[src/rtl/boot_loader_pkg.sv]
// boot_loader_pkg: shared widths, image limit and loader state encoding
package boot_loader_pkg;
    localparam int ADDR_WIDTH = 8;
    localparam int DATA_WIDTH = 32;
    localparam int MAX_WORDS  = 64;
    typedef enum logic [2:0] {
        IDLE  = 3'd0,
        LOAD  = 3'd1,
        WRITE = 3'd2,
        DONE  = 3'd3,
        ERR   = 3'd4
    } state_t;
endpackage

[src/rtl/boot_loader_if.sv]
// boot_loader_if: byte-stream input, memory write port and CPU control of the loader
interface boot_loader_if;
    import boot_loader_pkg::*;
    logic                  in_valid;
    logic [7:0]            in_data;
    logic                  in_ready;
    logic                  restart;
    logic                  mem_write;
    logic [ADDR_WIDTH-1:0] mem_addr;
    logic [DATA_WIDTH-1:0] mem_wdata;
    logic                  cpu_hold;
    logic                  done;
    logic                  err;
    modport master (
        output in_valid, in_data, restart,
        input  in_ready, mem_write, mem_addr, mem_wdata, cpu_hold, done, err
    );
    modport slave (
        input  in_valid, in_data, restart,
        output in_ready, mem_write, mem_addr, mem_wdata, cpu_hold, done, err
    );
endinterface

[src/rtl/boot_loader_packer.sv]
// boot_loader_packer: big-endian byte-to-word shift register with a 2-bit byte count
module boot_loader_packer
    import boot_loader_pkg::*;
(
    input  logic                  clock,
    input  logic                  reset,
    input  logic                  shift_en,
    input  logic                  clear,
    input  logic [7:0]            byte_in,
    output logic [DATA_WIDTH-1:0] word_out,
    output logic                  full
);
    logic [1:0] byte_cnt;

    assign full = shift_en && (byte_cnt == 2'd3);

    // shift each accepted byte in from the bottom so the first byte ends up in the top lane
    always_ff @(posedge clock) begin
        if (!reset || clear) begin
            word_out <= '0;
            byte_cnt <= '0;
        end else if (shift_en) begin
            word_out <= {word_out[DATA_WIDTH-9:0], byte_in};
            byte_cnt <= byte_cnt + 2'd1;
        end
    end
endmodule

[src/rtl/boot_loader.sv]
// boot_loader: loads a length-prefixed byte image into memory and then releases the CPU
module boot_loader
    import boot_loader_pkg::*;
(
    input  logic        clock,
    input  logic        reset,
    boot_loader_if.slave bus
);
    state_t                state, next;
    logic [7:0]            n_q, word_cnt;
    logic [ADDR_WIDTH-1:0] addr_q;
    logic                  mem_write_q, done_q, err_q, hold_q;
    logic                  xfer, full, rearm;
    logic [DATA_WIDTH-1:0] word;

    assign bus.in_ready  = reset && (state == IDLE || state == LOAD);
    assign xfer          = bus.in_valid && bus.in_ready;
    assign rearm         = bus.restart && (state == DONE || state == ERR);
    assign bus.mem_write = mem_write_q;
    assign bus.mem_addr  = addr_q;
    assign bus.mem_wdata = word;
    assign bus.cpu_hold  = hold_q;
    assign bus.done      = done_q;
    assign bus.err       = err_q;

    boot_loader_packer u_packer (
        .clock    (clock),
        .reset    (reset),
        .shift_en (xfer && state == LOAD),
        .clear    (rearm),
        .byte_in  (bus.in_data),
        .word_out (word),
        .full     (full)
    );

    // next-state decode: length byte in IDLE, four data bytes per word, one write cycle each
    always_comb begin
        next = state;
        case (state)
            IDLE:     if (xfer) next = (bus.in_data == 8'd0) ? DONE :
                                       (bus.in_data > 8'(MAX_WORDS)) ? ERR : LOAD;
            LOAD:     if (full) next = WRITE;
            WRITE:    next = (word_cnt + 8'd1 == n_q) ? DONE : LOAD;
            DONE,
            ERR:      if (bus.restart) next = IDLE;
            default:  next = IDLE;
        endcase
    end

    // state, counters and outputs; outputs are registered from the next state
    always_ff @(posedge clock) begin
        if (!reset) begin
            state       <= IDLE;
            n_q         <= '0;
            word_cnt    <= '0;
            addr_q      <= '0;
            mem_write_q <= 1'b0;
            done_q      <= 1'b0;
            err_q       <= 1'b0;
            hold_q      <= 1'b1;
        end else begin
            state       <= next;
            mem_write_q <= next == WRITE;
            done_q      <= next == DONE;
            err_q       <= next == ERR;
            hold_q      <= next != DONE;
            if (state == IDLE && xfer) n_q <= bus.in_data;
            if (state == WRITE) begin
                word_cnt <= word_cnt + 8'd1;
                addr_q   <= addr_q + ADDR_WIDTH'(4);
            end else if (rearm) begin
                word_cnt <= '0;
                addr_q   <= '0;
            end
        end
    end
endmodule

[src/flat_wrapper.sv]
// flat-port wrapper written by rule: the top's interface ports become plain ports
module boot_loader_flat import boot_loader_pkg::*;
  (clock, reset, bus_in_valid, bus_in_data, bus_restart, bus_in_ready, bus_mem_write, bus_mem_addr, bus_mem_wdata, bus_cpu_hold, bus_done, bus_err);
  boot_loader_if bus_i ();
  input  logic clock;
  input  logic reset;
  input wire logic [$bits(bus_i.in_valid)-1:0] bus_in_valid;
  input wire logic [$bits(bus_i.in_data)-1:0] bus_in_data;
  input wire logic [$bits(bus_i.restart)-1:0] bus_restart;
  output wire logic [$bits(bus_i.in_ready)-1:0] bus_in_ready;
  output wire logic [$bits(bus_i.mem_write)-1:0] bus_mem_write;
  output wire logic [$bits(bus_i.mem_addr)-1:0] bus_mem_addr;
  output wire logic [$bits(bus_i.mem_wdata)-1:0] bus_mem_wdata;
  output wire logic [$bits(bus_i.cpu_hold)-1:0] bus_cpu_hold;
  output wire logic [$bits(bus_i.done)-1:0] bus_done;
  output wire logic [$bits(bus_i.err)-1:0] bus_err;
  assign bus_i.in_valid = bus_in_valid;
  assign bus_i.in_data = bus_in_data;
  assign bus_i.restart = bus_restart;
  assign bus_in_ready = bus_i.in_ready;
  assign bus_mem_write = bus_i.mem_write;
  assign bus_mem_addr = bus_i.mem_addr;
  assign bus_mem_wdata = bus_i.mem_wdata;
  assign bus_cpu_hold = bus_i.cpu_hold;
  assign bus_done = bus_i.done;
  assign bus_err = bus_i.err;
  boot_loader u_core (.clock(clock), .reset(reset), .bus(bus_i));
endmodule
[config.mk]
export PLATFORM = sky130hd
export DESIGN_NAME = boot_loader_flat
export DESIGN_NICKNAME = d
export VERILOG_FILES = /design/src/rtl/boot_loader_pkg.sv /design/src/rtl/boot_loader_if.sv /design/src/rtl/boot_loader_packer.sv /design/src/rtl/boot_loader.sv /design/src/flat_wrapper.sv
export SDC_FILE = /design/constraint.sdc
export NUM_CORES = 1
export LEC_CHECK = 0
export CORE_UTILIZATION = 50
export CTS_CLUSTER_SIZE = 16
export DETAILED_ROUTE_END_ITERATION = 6
export DONT_BUFFER_PORTS = 1
export PLACE_DENSITY = 0.78
export SLEW_MARGIN = 20
export SYNTH_ARGS = -nofsm -noshare
export SYNTH_HDL_FRONTEND = slang
export SYNTH_SLANG_ARGS = --single-unit
[constraint.sdc]
create_clock -name clock -period 1.6 [get_ports clock]
set_input_delay 0.24 -clock clock [delete_from_list [all_inputs] [get_ports clock]]
set_output_delay 0.24 -clock clock [all_outputs]
set_load 0.05 [all_outputs]
# Yosys cells after proc, flatten, opt, wreduce, memory -nomap -nowiden
# Index checks and enable logic that the tools add are counted.
[op_classes] n_addsub=3 magnitude_cmp=1 n_eq_ne=10 mux=10 reduce_logical=14
[ops] op="2-to-1 mux 8 bit" count=3
[ops] op="2-to-1 mux 3 bit" count=5
[ops] op="== test 3 x 2 -> 1 bit, second input constant" count=4
[ops] op="case mux 3 bit (4 select lines)" count=1
[ops] op="adder 8 x 1 -> 8 bit, second input constant" count=1
[ops] op="adder 8 x 3 -> 8 bit, second input constant" count=1
[ops] op="== test 8 bit" count=1
[ops] op="greater-than comparator 8 x 7 -> 1 bit, second input constant" count=1
[ops] op="logical NOT 8 bit" count=1
[ops] op="== test 3 bit, second input constant" count=2
[ops] op="logical AND 1 bit" count=6
[ops] op="== test 3 x 1 -> 1 bit, second input constant" count=1
[ops] op="logical NOT 3 bit" count=1
[ops] op="logical OR 1 bit" count=3
[ops] op="inequality test 3 x 2 -> 1 bit, second input constant" count=1
[ops] op="adder 2 x 1 -> 2 bit, second input constant" count=1
[ops] op="== test 2 bit, second input constant" count=1
[ops] op="2-to-1 mux 2 bit" count=1
[ops] op="nonzero test 2 bit" count=1
[ops] op="OR reduction 2 bit" count=1
[ops] op="logical NOT 1 bit" count=1
[totals] regBits=65 word_cells=48

# Depth between registers and ports, before layout
# Gate-level depths: netlist (run 1).
[logic_depth] depth_word=9 mapped_depth=7

# Cells and area by module
# Synthesis (run 1) repeated with hierarchy kept, for this count alone.
[hier_totals] cells_unflattened=312 hier_area_um2=2920.3
[by_module_without_submodules] module="boot_loader" n_inst=1 cells_per_inst=199 area_each_um2=1647.8 seq_area_each_um2=580.6
[by_module_without_submodules] module="boot_loader_packer" n_inst=1 cells_per_inst=113 area_each_um2=1272.5 seq_area_each_um2=680.7

# Worst setup path after synthesis (run 1)
# Ideal clock, no wire load.
[synth_path] kind="register to register" from="register u_core.word_cnt[0]" to="register u_core.hold_q (netlist: u_core.bus.cpu_hold)" setup_time_ns=0.120 arrival_ns=1.615 required_time_ns=1.480 slack_ns=-0.135 path_stages_with_launch=8 path_buffers=1 period_less_slack_ns=1.735 path_cell_list="dfxtp_1 -> ha_1 -> clkbuf_1 -> nand3_1 -> nor3b_1 -> o221a_1 -> a41oi_2 -> or2_1"
[synth_between] elab_chain_cells=5
[synth_lines] item="start: declaration" line_no="boot_loader.sv:10" source="logic [7:0] n_q, word_cnt;"
[synth_lines] item="start signal: assignment" line_no="boot_loader.sv:69" source="word_cnt <= word_cnt + 8'd1;"
[synth_lines] item="adder 8 x 1 -> 8 bit" line_no="boot_loader.sv:43" source="WRITE: next = (word_cnt + 8'd1 == n_q) ? DONE : LOAD;"
[synth_lines] item="== test 8 bit" line_no="boot_loader.sv:43"
[synth_lines] item="2-to-1 mux 2 bit" line_no="boot_loader.sv:43"
[synth_lines] item="case mux 3 bit (4 select lines)" line_no="boot_loader.sv:39" source="case (state)"
[synth_lines] item="inequality test 3 x 2 -> 1 bit" line_no="boot_loader.sv:66" source="hold_q <= next != DONE;"
[synth_lines] item="end signal: assignment" line_no="boot_loader.sv:60" source="hold_q <= 1'b1;"
[synth_lines] item="end signal: assignment" line_no="boot_loader.sv:66"
[synth_lines] item="end: declaration" line_no="boot_loader.sv:12" source="logic mem_write_q, done_q, err_q, hold_q;"
# Every way passes these cells.
# A chain may end at the register's enable or synchronous reset.

# Worst setup path after layout (run 1)
[layout_path] from="register u_core.word_cnt[1]" to="register u_core.hold_q (netlist: u_core.bus.cpu_hold)"
# The elaborated chain is that of the path after synthesis.

==> results of run 1 <==
worst max-delay path, cell delays in order (launching register included):
cell and delay [ns]:
dfxtp_4 0.37, ha_4 0.18, and3_1 0.21, a31oi_1 0.17, o221a_1 0.21, a41oi_2 0.10, or2_1 0.22
worst max-delay path by stage:
stage                                          from  cells past startpoint                        endpoint  slack [ns]
global route        u_core.word_cnt[1]$_SDFFE_PN0P_                      6  u_core.bus.cpu_hold$_SDFF_PN1_       -0.03
global placement    u_core.word_cnt[1]$_SDFFE_PN0P_                      6  u_core.bus.cpu_hold$_SDFF_PN1_       -0.01
CTS                 u_core.word_cnt[0]$_SDFFE_PN0P_                      6  u_core.bus.cpu_hold$_SDFF_PN1_        0.01
detailed placement  u_core.word_cnt[1]$_SDFFE_PN0P_                      6  u_core.bus.cpu_hold$_SDFF_PN1_        -0.1
finish              u_core.word_cnt[1]$_SDFFE_PN0P_                      6  u_core.bus.cpu_hold$_SDFF_PN1_        0.05
floorplan                u_core.state[1]$_SDFF_PN0_                      6  u_core.bus.cpu_hold$_SDFF_PN1_       -0.07
layout by cell type (no fill, tap or decap), drive strengths merged, types with 2 or more instances in the layout:
master  netlist  layout
mux2i         8       8
and3          3       3
nand4         2       2
a22oi         3       3
a31oi         3       3
xor2          4       4
a21oi        51      51
or2           2       2
clkinv        0       4
a211oi        2       2
inv           5       5
xnor2         5       5
nand2b        4       4
nor3b         2       2
nand3         6       6
nor3          4       4
buf          10      34
nand2        73      73
nor2         29      29
nand4b        3       3
o211ai        3       3
clkbuf       13      10
ha            3       3
o21ai         8       8
dfxtp        63      63
conb          1       2
o221a         2       2
or3           2       2
nand3b        2       2
nor2b         4       4
layout make-up:
class,instances,area [µm²],share of cell area (%)
tap,70,87.58,2.758
timing repair buffer,34,267.8,8.432
multi-input combinational,242,1344,42.32
sequential,63,1269,39.95
clock buffer,10,127.6,4.019
inverter,5,18.77,0.5910
clock inverter,6,61.31,1.931
repair_timing:
item,CTS,global route
resized for setup,6,8
pin swaps,1,2
hold buffers,0,0
cloned,0,0
endpoints found under the setup margin,4,34
layer usage:
metal	global-route usage, %	share of wire (%)	vias to the layer above
met5	0	0	-
met4	12.96	1.7	0
met3	7.764	7.2	7
met2	34.13	47	70
met1	27.61	44	1080
li1	-	-	1170
power by group through the flow:
stage / clock [mW] / combinational (mW) / sequential [mW]
6_report: 1.33 / 0.149 / 1.60
5_1_grt: 1.41 / 0.163 / 1.60
4_1_cts: 1.36 / 0.148 / 1.60
3_5_place_dp: 0 / 0.145 / 1.64
3_3_place_gp: 0 / 0.144 / 1.64
2_1_floorplan: 0 / 0.112 / 1.64
cells by family (layout without fill, tap and decap cells):
group           count (synthesis)  in the layout  share of synthesized area, %
fa+ha+maj                       3              3                         1.401
xor+xnor                        9              9                         2.941
other cells                     1              2                        0.1399
flops                          63             63                         47.06
buf+inv                        28             55                         4.575
mux                             8              8                         2.988
compound gates                 77             77                         16.48
simple gates                  143            143                         24.42
registers in the layout (all words and copies together) (netlist names):
name                      count
u_core.n_q                    8
u_core.u_packer.byte_cnt      2
u_core.bus.err                1
u_core.bus.done               1
u_core.u_packer.word_out     32
u_core.bus.mem_write          1
u_core.state                  3
u_core.bus.cpu_hold           1
u_core.word_cnt               8
u_core.bus.mem_addr           6
metrics by stage:
stage          util, %  setup TNS, ns  hold WS, ns
6_report         61.78              0      0.02765
5_1_grt          61.78       -0.03307      0.02640
4_1_cts          61.32              0     0.007665
3_5_place_dp     57.21        -0.1939       0.3866
3_3_place_gp     57.21       -0.01348       0.3819
2_1_floorplan        -       -0.07464       0.3760
==> flow_metrics.env, run 1 <==
export IMPL_worstPathRequired_ns=1.84
export IMPL_arrival_ns=1.79
export IMPL_htreeDepth=3
export IMPL_drtIter0Drc=140
export IMPL_worstMarginPinSlew_ns=0.5943
export IMPL_ant_nets=0
export IMPL_leakage_nw=1.223
export IMPL_vias=2327
export IMPL_finalHoldViolations=0
export IMPL_synth_cells=332
export IMPL_finalNetCount=370
export IMPL_io_buffers=0
export IMPL_hold_path_class="in2reg"
export IMPL_reg2reg_depth=6
export IMPL_gr_total_overflow=0
export IMPL_routedWlPerCell_um=14.31
export IMPL_stdcell_count=430
export IMPL_rsz0062_at_grt="yes"
export IMPL_total_power_mw=3.082
export IMPL_grt_pass1_vias=2091
export IMPL_reg2reg_to="u_core.bus.cpu_hold$_SDFF_PN1_"
export IMPL_async_flop_share_pct=0
export IMPL_drt_pass1_iterations=4
export IMPL_die_x_um=75.21
export IMPL_avgSynthCellArea_um2=8.073
export IMPL_layout_drive_gt1_share_pct=18.33
export IMPL_synth_common_cells="73 x nand2_1, 63 x dfxtp_1, 51 x a21oi_1, 29 x nor2_1, 13 x clkbuf_1"
export IMPL_synth_area_leaders="dfxtp_1 47%, nand2_1 10%, a21oi_1 9.5%"
export IMPL_die_h_um=75.21
export IMPL_synth_top_area_share_pct=47.06
export IMPL_clk_latency_ns=0.34
export IMPL_yosys_area_top_type="dfxtp_1"
export IMPL_p_comb_share_pct=4.8
export IMPL_clkPwrFrac_pct=43.1
export IMPL_synth_enable_flop_cells=0
export IMPL_setup_ws_ns=0.05136
export IMPL_fp_coreArea_um2=5140
export IMPL_fillers=461
export IMPL_p_per_area_nw_per_um2=970.5
export IMPL_hold_path_depth=2
export IMPL_hp_start="bus_in_data[2]"
export IMPL_dp_hpwl_um=4170
export IMPL_grt_pass1_wl_um=9363
export IMPL_reg2reg_setup_slack_ns=0.05
export IMPL_slew_headroom_pct=60.33
export IMPL_reg2reg_from="u_core.word_cnt[1]$_SDFFE_PN0P_"
export IMPL_post_route_period_util_pct=96.79
export IMPL_post_place_ws_ns=-0.09576
export IMPL_synth_area_um2=2680
export IMPL_crit_fanout=5
export IMPL_finClkSkew_ns=0.008637
export IMPL_cts_tree="done"
export IMPL_dp_cells=414
export IMPL_vdd_drop_max_uv=594.7
export IMPL_design_area_um2=3176
export IMPL_clock_sinks=63
export IMPL_drv_slew=0
export IMPL_synth_warnings=0
export IMPL_cp_end_kind="flip-flop"
export IMPL_ys_types=45
export IMPL_die_area_um2=5657
export IMPL_setup_violations=0
export IMPL_outcome="complete, no violations"
export IMPL_syn2layout_area_growth_pct=18.49
export IMPL_track_usage_pct=22.41
export IMPL_placed_cell_area_um2=2940
export IMPL_num_io_pins=57
export IMPL_power_frac_seq_pct=52.0
export IMPL_start_util_pct=52.14
export IMPL_synth_most_common_cell="nand2_1"
export IMPL_start_kind="flip-flop"
export IMPL_post_cts_setup_buffers=0
export IMPL_via_per_inst=5.412
export IMPL_fin_crit_ns=1.549
export IMPL_ys_seq_area_share_pct=47.06
export IMPL_cts_root_buffer="clkbuf_8"
export IMPL_ys_flop_type="dfxtp_1"
export IMPL_antenna_found_initial=0
export IMPL_fmax_mhz=645.7
export IMPL_cts_inserted_buffers=9
export IMPL_synth_seq_cells=63
export IMPL_drc=0
export IMPL_globalplace_congestion=0.8642
export IMPL_grt_start_max_net_pins=35
export IMPL_cap_violations=0
export IMPL_p_sw_share_pct=23.69
export IMPL_power_switching_mw=0.7302
export IMPL_cts_buffer_depth=2
export IMPL_clk_pin_slew_ns=0.07
export IMPL_holdPathEnd="u_core.u_packer.word_out[2]$_SDFFE_PP0P_"
export IMPL_diodes=0
export IMPL_finalWirelength_um=6152
export IMPL_worstSetupPathType="reg2reg"
export IMPL_rows=26
export IMPL_p_int_mw=2.352
Power figures use the tool's default switching activity.
==> inputs of run 2 (changes only) <==
- HOLD_SLACK_MARGIN: unset -> 0.05
==> flow_metrics.env, run 2 (synthesized netlist as in run 1, its figures left out) <==
export IMPL_outcome="complete, no violations"
export IMPL_vias=2406
export IMPL_final_common_cell="nand2_1"
export IMPL_worstSetupPathType="reg2reg"
export IMPL_p_per_area_nw_per_um2=951.2
export IMPL_htreeDepth=3
export IMPL_fin_crit_ns=1.547
export IMPL_reg_largest_list="u_core.u_packer.word_out: 32 flops, u_core.n_q: 8 flops, u_core.word_cnt: 8 flops"
export IMPL_post_place_ws_ns=-0.09576
export IMPL_placed_cell_area_um2=2940
export IMPL_largest_reg_flops=32
export IMPL_fmax_mhz=646.3
export IMPL_hp_start="bus_in_data[5]"
export IMPL_post_cts_setup_buffers=0
export IMPL_clk_latency_ns=0.35
export IMPL_start_kind="flip-flop"
export IMPL_cap_violations=0
export IMPL_fp_coreArea_um2=5140
export IMPL_arrival_ns=1.79
export IMPL_finalWirelength_um=6412
export IMPL_cts_root_buffer="clkbuf_8"
export IMPL_crit_fanout=5
export IMPL_finClkSkew_ns=0.008161
export IMPL_final_cell_mix="73 x nand2_1, 59 x dfxtp_1, 51 x a21oi_1"
export IMPL_clock_sinks=63
export IMPL_fillers=449
export IMPL_leakage_nw=1.261
export IMPL_clk_pin_slew_ns=0.07
export IMPL_via_per_inst=5.481
export IMPL_cts_inserted_buffers=9
export IMPL_start_util_pct=52.14
export IMPL_layout_drive_gt1_share_pct=17.89
export IMPL_worstMarginPinSlew_ns=0.5967
export IMPL_io_buffers=0
export IMPL_finalNetCount=379
export IMPL_cts_tree="done"
export IMPL_reg2reg_from="u_core.word_cnt[1]$_SDFFE_PN0P_"
export IMPL_fin_setup_tns_ns=0
export IMPL_cp_end_kind="flip-flop"
export IMPL_syn2layout_area_growth_pct=21.85
export IMPL_rows=26
export IMPL_drc=0
export IMPL_worstPathRequired_ns=1.84
export IMPL_cts_buffer_depth=2
export IMPL_drt_pass1_iterations=6
export IMPL_diodes=0
export IMPL_drv_slew=0
export IMPL_top_usage_layer="met2"
export IMPL_finalHoldViolations=0
export IMPL_gr_total_overflow=0
export IMPL_globalplace_congestion=0.8642
export IMPL_rsz0062_at_grt="yes"
export IMPL_ant_nets=0
export IMPL_met1_usage_pct=29.86
export IMPL_vdd_drop_max_uv=595.2
export IMPL_num_io_pins=57
export IMPL_grt_pass1_vias=2147
export IMPL_dp_hpwl_um=4170
export IMPL_die_h_um=75.21
export IMPL_grtUsageMet2_pct=36.54
export IMPL_grt_start_max_net_pins=35
export IMPL_slew_headroom_pct=60.16
export IMPL_drtIter0Drc=175
export IMPL_antenna_found_initial=0
export IMPL_die_area_um2=5657
export IMPL_grt_pass1_wl_um=9880
export IMPL_routedWlPerCell_um=14.61
export IMPL_die_x_um=75.21
export IMPL_post_route_period_util_pct=96.70
export IMPL_crit_start="u_core.word_cnt[1]$_SDFFE_PN0P_"
export IMPL_fin_util_pct=63.53
export IMPL_track_usage_pct=23.65
export IMPL_hold_path_class="in2reg"
export IMPL_setup_violations=0
export IMPL_setup_ws_ns=0.05284
export IMPL_largest_register="u_core.u_packer.word_out"
export IMPL_design_area_um2=3266
export IMPL_grt_met3_usage_pct=6.827
run 2: changes by cell type in the layout (fill, tap and decap cells not counted):
cell           previous run  this run
dlygate4sd3_1             0         9
run 2: worst paths after layout:
| kind | slack [ns] | endpoint | cells past startpoint |
|---|---|---|---|
| min | 0.06 | u_core.n_q[5]$_SDFFE_PN0P_ | 2 |
| min reg2reg | 0.46 | u_core.u_packer.word_out[26]$_SDFFE_PP0P_ | 2 |
| max reg2reg | 0.05 | u_core.bus.cpu_hold$_SDFF_PN1_ | 6 |
| max | 0.05 | u_core.bus.cpu_hold$_SDFF_PN1_ | 6 |
run 2: layout make-up:
class / count / area [µm²] / share of cell area, %
Inverter: 5 / 18.77 / 0.5747
Clock inverter: 6 / 61.31 / 1.877
Clock buffer: 10 / 127.6 / 3.908
Timing Repair Buffer: 43 / 357.8 / 10.96
Tap cell: 70 / 87.58 / 2.682
Multi-Input combinational cell: 242 / 1344 / 41.15
Sequential cell: 63 / 1269 / 38.85
run 2: repair_timing:
| action | CTS | global route |
|---|---|---|
| hold endpoints to repair | 16 | 0 |
| gates resized for setup | 6 | 8 |
| pin swaps | 1 | 2 |
| hold buffers | 9 | 0 |
| endpoints found under the setup margin | 4 | 35 |
run 2: routing by layer:
metal  share of wire (%)  wire length (µm)
met3                 8.0               511
met1                  43              2764
met5                   0                 0
met4                 2.5               160
met2                  46              2975
run 2: per-stage QoR:
stage	instances	power [mW]	hold slack, ns
floorplan	333	1.749	0.3760
global placement	414	1.784	0.3819
detailed placement	414	1.786	0.3866
CTS	439	3.136	0.05121
global route	439	3.206	0.05421
finish	439	3.106	0.05740
run 2: critical path, cell delays in order, from the launching register on:
cell and delay [ns]:
dfxtp_4 0.37, ha_4 0.18, and3_1 0.20, a31oi_1 0.17
o221a_1 0.21, a41oi_2 0.10, or2_1 0.22
run 2: report_power, final:
group          leakage (nW)  internal, mW  switching, mW
sequential            0.511          1.58         0.0213
combinational         0.654        0.0719          0.102
clock                0.0960         0.713          0.616
total                  1.26          2.37          0.740
